`config.mk`:
```
export PLATFORM = sky130hd
export DESIGN_NAME = mem_rr_arbiter
export DESIGN_NICKNAME = d
export VERILOG_FILES = /design/src/rtl/mem_rr_arbiter.sv
export SDC_FILE = /design/constraint.sdc
export NUM_CORES = 1
export LEC_CHECK = 0
export CORE_MARGIN = 3
export CORE_UTILIZATION = 30
export CTS_BUF_LIST = sky130_fd_sc_hd__clkbuf_4 sky130_fd_sc_hd__clkbuf_8
export CTS_CLUSTER_SIZE = 40
export DETAILED_ROUTE_END_ITERATION = 7
export DONT_BUFFER_PORTS = 1
export GPL_TIMING_DRIVEN = 1
export SYNTH_ARGS = -nofsm -noshare
export SYNTH_HDL_FRONTEND = slang
export SYNTH_SLANG_ARGS = --single-unit
export TNS_END_PERCENT = 50
```
`constraint.sdc`:
```
create_clock -name clk -period 1.4 [get_ports clk]
set_input_delay 0.07 -clock clk [delete_from_list [all_inputs] [get_ports clk]]
set_output_delay 0.07 -clock clk [all_outputs]
set_load 0.1 [all_outputs]
```
`src/rtl/mem_rr_arbiter.sv`:
```
// mem_rr_arbiter: round-robin arbiter that shares one single-port memory between
// NUM_REQ requesters. A two-state FSM (IDLE/ISSUE) serialises accesses to at most one
// every two cycles. Read data is routed back to the requester that issued the read.
// Optional build macro MEM_ARB_STATS_EN adds per-requester saturating grant counters
// on output grant_cnt.
//
//   state | meaning
//   IDLE  | arbitrating; on any request, register winner's access and pulse gnt
//   ISSUE | memory strobes and gnt asserted for this single cycle
module mem_rr_arbiter #(
    parameter int NUM_REQ = 2,
    parameter int ADDR_W  = 2,
    parameter int DATA_W  = 8
) (
    input  logic                      clk,
    input  logic                      reset,
    input  logic [NUM_REQ-1:0]        req,
    input  logic [NUM_REQ-1:0]        req_wr,
    input  logic [NUM_REQ*ADDR_W-1:0] req_addr,
    input  logic [NUM_REQ*DATA_W-1:0] req_wdata,
    output logic [NUM_REQ-1:0]        gnt,
    output logic [NUM_REQ-1:0]        rsp_valid,
    output logic [DATA_W-1:0]         rsp_rdata,
    output logic [ADDR_W-1:0]         mem_addr,
    output logic                      mem_wr_en,
    output logic                      mem_rd_en,
    output logic [DATA_W-1:0]         mem_wdata,
    input  logic [DATA_W-1:0]         mem_rdata
`ifdef MEM_ARB_STATS_EN
    ,
    output logic [NUM_REQ*16-1:0]     grant_cnt
`endif
);

    localparam int PTR_W = $clog2(NUM_REQ);

    localparam logic [0:0] IDLE  = 1'b0;
    localparam logic [0:0] ISSUE = 1'b1;

    logic [0:0]       state;
    logic [PTR_W-1:0] ptr;
    logic [PTR_W-1:0] win;
    logic [PTR_W-1:0] cand;
    logic             found;

    // Winner search: first asserted request strictly after the last winner, wrapping.
    always_comb begin
        found = 1'b0;
        win   = '0;
        cand  = '0;
        for (int k = 1; k <= NUM_REQ; k++) begin
            cand = PTR_W'((int'(ptr) + k) % NUM_REQ);
            if (!found && req[cand]) begin
                found = 1'b1;
                win   = cand;
            end
        end
    end

    // Arbitration FSM, registered memory strobes, grant and read-response flags.
    // rsp_valid doubles as the pending-read flag: it is set on the edge that ends ISSUE.
    always_ff @(posedge clk or negedge reset) begin
        if (!reset) begin
            state     <= IDLE;
            ptr       <= PTR_W'(NUM_REQ - 1);
            gnt       <= '0;
            rsp_valid <= '0;
            mem_addr  <= '0;
            mem_wdata <= '0;
            mem_wr_en <= 1'b0;
            mem_rd_en <= 1'b0;
        end else begin
            gnt       <= '0;
            rsp_valid <= '0;
            mem_wr_en <= 1'b0;
            mem_rd_en <= 1'b0;
            case (state)
                IDLE: begin
                    if (found) begin
                        mem_addr  <= req_addr[int'(win)*ADDR_W +: ADDR_W];
                        mem_wdata <= req_wdata[int'(win)*DATA_W +: DATA_W];
                        mem_wr_en <= req_wr[win];
                        mem_rd_en <= ~req_wr[win];
                        gnt       <= NUM_REQ'(1) << win;
                        ptr       <= win;
                        state     <= ISSUE;
                    end
                end
                default: begin
                    if (mem_rd_en) rsp_valid <= gnt;
                    state <= IDLE;
                end
            endcase
        end
    end

    // Memory registers its read data, so it is valid exactly when rsp_valid is.
    assign rsp_rdata = mem_rdata;

`ifdef MEM_ARB_STATS_EN
    // Per-requester grant counters, saturating at all-ones.
    always_ff @(posedge clk or negedge reset) begin
        if (!reset) begin
            grant_cnt <= '0;
        end else begin
            for (int i = 0; i < NUM_REQ; i++) begin
                if (gnt[i] && (grant_cnt[i*16 +: 16] != 16'hFFFF))
                    grant_cnt[i*16 +: 16] <= grant_cnt[i*16 +: 16] + 16'd1;
            end
        end
    end
`endif

endmodule

```
# Word-level counts from Yosys, hierarchy flattened
# Cells that the tools add are included.
[word_totals]
reg_bits = 18
output_inout_bits = 24
in_bits = 34
elab_cells = 41
[classes]
bitwise = 2
reduce_logical = 3
n_addsub = 2
n_mux = 20
magnitude_cmp = 3
n_shift = 3
[op_table]
columns = ["operator", "n"]
rows = [
  ["$mux 1", 16],
  ["$shiftx 16x5->8", 1],
  ["$mux 2", 4],
  ["$lt 1x2->1 const B", 3],
  ["$shiftx 4x3->2", 1],
  ["$add 1x1->1 const B", 2],
  ["$not 1->1", 2],
  ["$reduce_and 2->1", 1],
  ["$shl 1x1->2 const A", 1],
  ["$logic_and 1x1->1", 1],
  ["$logic_not 1->1", 1],
]

# Depth between registers and ports, before layout
[depth]
ltp_word = 12
ltp_mapped = 5

# Worst setup path after synthesis
# OpenSTA, ideal clock, no wires.
[synth_timing]
path_kind = "reg-to-reg"
start = "reg mem_addr[0] (netlist name)"
end = "reg mem_addr[0]"
period_less_slack_ns = 1.369
path_stages_with_launch = 3
arrival_time_ns = 1.243
slack_ns = 0.031
t_required_ns = 1.274
cell_sequence = "dfrtp_1 -> and2_1 -> a221o_1"
[synth_rtl]
columns = ["item", "line_no", "text"]
rows = [
  ["end signal, assigned", "80", "mem_addr <= req_addr[int'(win)*ADDR_W +: ADDR_W];"],
  ["end, declared", "24", "output logic [ADDR_W-1:0] mem_addr,"],
]

# Worst setup path in the final report
[layout_timing]
start = "reg ptr"
end = "reg mem_wdata[0]"
[layout_via]
elab_chain_len = 8
[layout_lines]
columns = ["item", "line_no", "text"]
rows = [
  ["start, declared", "41", "logic [PTR_W-1:0] ptr;"],
  ["start signal, assigned", "65", "ptr <= PTR_W'(NUM_REQ - 1);"],
  ["start signal, assigned", "85", "ptr <= win;"],
  ["$add 1x1->1", "52", "cand = PTR_W'((int'(ptr) + k) % NUM_REQ);"],
  ["$mux 1 (not written as such) (2 in series)", "53", "if (!found && req[cand]) begin"],
  ["$mux 1", "53", ""],
  ["$logic_not 1->1", "53", ""],
  ["$logic_and 1x1->1", "53", ""],
  ["$mux 1", "53", ""],
  ["$shiftx 16x5->8 or $reduce_and 2->1 (tied branches)", "--", ""],
  ["end signal, assigned", "81", "mem_wdata <= req_wdata[int'(win)*DATA_W +: DATA_W];"],
  ["end, declared", "27", "output logic [DATA_W-1:0] mem_wdata,"],
]
# Parallel ways exist; a longest one is shown, timed or not. The select of a mux whose other input is x is not followed.
# A chain may end at the register's enable or synchronous reset.

==> impl_metrics.py <==
metrics = {
    "sta": {
        "setup_violations": 0,
        "min_period_ns": 1.29,
        "drv_slew": 0,
        "hold_viol": 0,
        "fmax_ghz": 0.773,
        "tightest_slew_ns": 0.793,
        "fin_crit_sh_pct": 92.4,
        "rsz0062_at_grt": "false",
        "skew_ns": 0.00270,
        "fin_setup_tns_ns": 0,
        "relSlewSlack_pct": 46.9,
    },
    "drt": {
        "avgRoutedWirePerCell_um": 15.0,
        "drc": 0,
        "antenna_left": 0,
        "vias": 590,
        "vias_per_cell": 4.68,
        "dr.pass1.iters": 3,
        "wirelength_mm": 1.89,
        "drt-initial-drc-count": 24,
    },
    "worst_setup_path": {
        "cp_max_fo": 9,
        "cp.arrival_ns": 1.48,
        "worstPathRequired_ns": 1.58,
        "cp_cell_sequence": "a21boi_4, and2_4, a221o_1",
        "crit_family": "flip-flops",
        "crit_path_end_kind": "flop",
        "worstSetupPathType": "reg2reg",
        "cpMaxStageDelayCell": "dfstp_2",
        "path_buf_inv": 0,
        "crit_cells": 3,
        "r2r_cells": 3,
        "worstSetupStartpointType": "flop",
        "max_stage_delay_ns": 0.58,
    },
    "final_layout": {
        "nets": 131,
        "n_antenna_cell": 0,
        "area_delta_synth_final_pct": 43.6,
        "design_area_um2": 1140,
        "final_common_cell": "dlygate4sd3_1",
        "final_cell_mix": "dlygate4sd3_1, dfrtp_1, buf_4, and2_1, a221o_1",
        "final.fill_count": 229,
        "fin_cells": 126,
        "fin_util_pct": 45.8,
        "seq_area_um2": 452,
        "drive_above_1_share_pct": 26.0,
        "multi_input_area_um2": 262,
    },
    "clock_network": {
        "root_buffer": "clkbuf_4",
        "cts_tree": "done",
        "clk_path_buf_depth": 2,
        "numCtsBuffers": 3,
        "clkSinkCount": 18,
        "cts-resized-gates": 0,
        "post-cts-setup-buffer-count": 0,
        "h-tree-depth": 1,
        "clk_latency_ns": 0.29,
        "clk_pin_slew_ns": 0.10,
    },
    "placement": {
        "gp_congestion": 0.687,
        "hpwl_mm": 1.35,
        "placed_area_um2": 878,
        "place_inst": 99,
        "port_buffers": 0,
    },
    "synthesis": {
        "yosysTopAreaCellShare_pct": 53.4,
        "syn_area_um2": 797,
        "synth_warnings": 0,
        "yosysSeqAreaShare_pct": 56.7,
        "synth.distinct_cells": 17,
        "ys_seq_elements": 18,
        "synth_area_per_cell_um2": 12.7,
        "syn_nets": 97,
        "syn_inst": 63,
        "yosysTopAreaCell": "dfrtp_1",
        "synth_top_cells_by_area": "dfrtp_1, a221o_1, buf_4, and2_1, mux2i_1",
    },
    "pwr": {
        "clock_power_share_pct": 16.1,
        "pwr-share-comb_pct": 50.0,
        "p_sw_mw": 0.971,
        "p_leak_nw": 0.537,
        "p_int_mw": 1.02,
        "irDropWorstVdd_v": 0.00133,
        "total_power_mw": 1.99,
        "cellPowerDensity_nw_per_um2": 1740,
        "switching_share_pct": 48.7,
        "seqPwrFrac_pct": 33.9,
    },
    "global_routing": {
        "grt_pass1_wl_mm": 3.07,
        "antenna_found_initial": 0,
        "grt_pass1_vias": 637,
        "grt_overflow": 0,
        "grt_usage_pct": 12.5,
        "grt_max_degree": 19,
    },
    "floorplanning": {
        "rows": 18,
        "core_region_area_um2": 2500,
        "die-area_um2": 3310,
        "chipHeight_um": 57.5,
        "io_pins": 58,
        "die_w_um": 57.5,
        "start_util_pct": 31.9,
    },
    "worst_hold_path": {
        "hp-class": "in2reg",
        "hold_depth": 2,
    },
    "outcome": {
        "status": "completed",
    },
    "job": {
        "cap_violations": 0,
    },
}
==> final cells by class <==
class                      instances  share of cell area, %
clock buffer                       4                   3.17
inverter                           2                  0.656
multi-input combinational         33                   22.8
sequential                        18                   39.5
tap                               30                   3.28
timing repair buffer              39                   30.6
==> per-stage QoR <==
step / setup WS [ns] / hold WS (ns)
floorplan: 0.0308 / -0.226
global placement: 0.141 / -0.225
detailed placement: 0.116 / -0.225
CTS: 0.0357 / 0.00154
global route: 0.0395 / 0.0165
finish: 0.107 / 0.0150
==> final timing paths <==
kind	start	to	slack, ns
min	req_wdata[4]	mem_wdata[4]	0.01
min reg2reg	gnt[0]	rsp_valid[0]	0.54
max	ptr	mem_wdata[0]	0.11
max reg2reg	ptr	mem_wdata[0]	0.11
min in group asynchronous	reset	state	0.29
max in group asynchronous	reset	mem_wdata[0]	0.62
==> sequential cells by signal, indices dropped and copies added (netlist names) <==
name	flops
mem_addr	2
mem_wdata	8
ptr	1
mem_rd_en	1
state	1
rsp_valid	2
gnt	2
mem_wr_en	1
==> worst register-to-register path: cells and delay by family, from the launching register on <==
family,cells,cell delay (ns)
AO/OA/AOI/OAI,2,0.40
AND/OR/NAND/NOR,1,0.21
flip-flops,1,0.58
==> cells by family (layout without fill, tap and decap cells) <==
| group | Yosys count | after routing | share of synthesized area (%) |
|---|---|---|---|
| flip-flops | 18 | 18 | 56.7 |
| AND/OR/NAND/NOR | 16 | 16 | 12.6 |
| AO/OA/AOI/OAI | 14 | 14 | 16.5 |
| buffers and inverters | 12 | 45 | 10.5 |
| multiplexers | 3 | 3 | 3.77 |
==> per-layer routing <==
metal | part of all wire (%) | global-route usage (%) | vias to the layer above
li1 | - | - | 282
met1 | 39 | 14.7 | 271
met2 | 49 | 20.0 | 31
met3 | 9.6 | 4.75 | 6
met4 | 2.0 | 5.96 | 0
met5 | 0 | 0 | -
==> repair_timing <==
action	CTS	global route
hold buffers	23	1
hold endpoints to repair	29	1
endpoints found under the setup margin	0	1
==> cell usage after synthesis (all sizes together) <==
| cell | n |
|---|---|
| buf | 10 |
| o21bai | 1 |
| a21boi | 1 |
| a31oi | 1 |
| dfstp | 1 |
| mux2i | 3 |
| nor2 | 4 |
| and2 | 10 |
| inv | 2 |
| and3 | 2 |
| a21oi | 3 |
| a221o | 8 |
| dfrtp | 17 |
==> power by group through the flow <==
stage / sequential [mW] / clock, mW / combinational [mW]
after global placement: 0.684 / 0 / 0.928
after global routing: 0.691 / 0.356 / 1.03
after CTS: 0.677 / 0.332 / 1.01
after detailed placement: 0.687 / 0 / 0.938
final: 0.675 / 0.321 / 0.995
after floorplan: 1.28 / 0 / 0.274
Power figures use the tool's default switching activity.
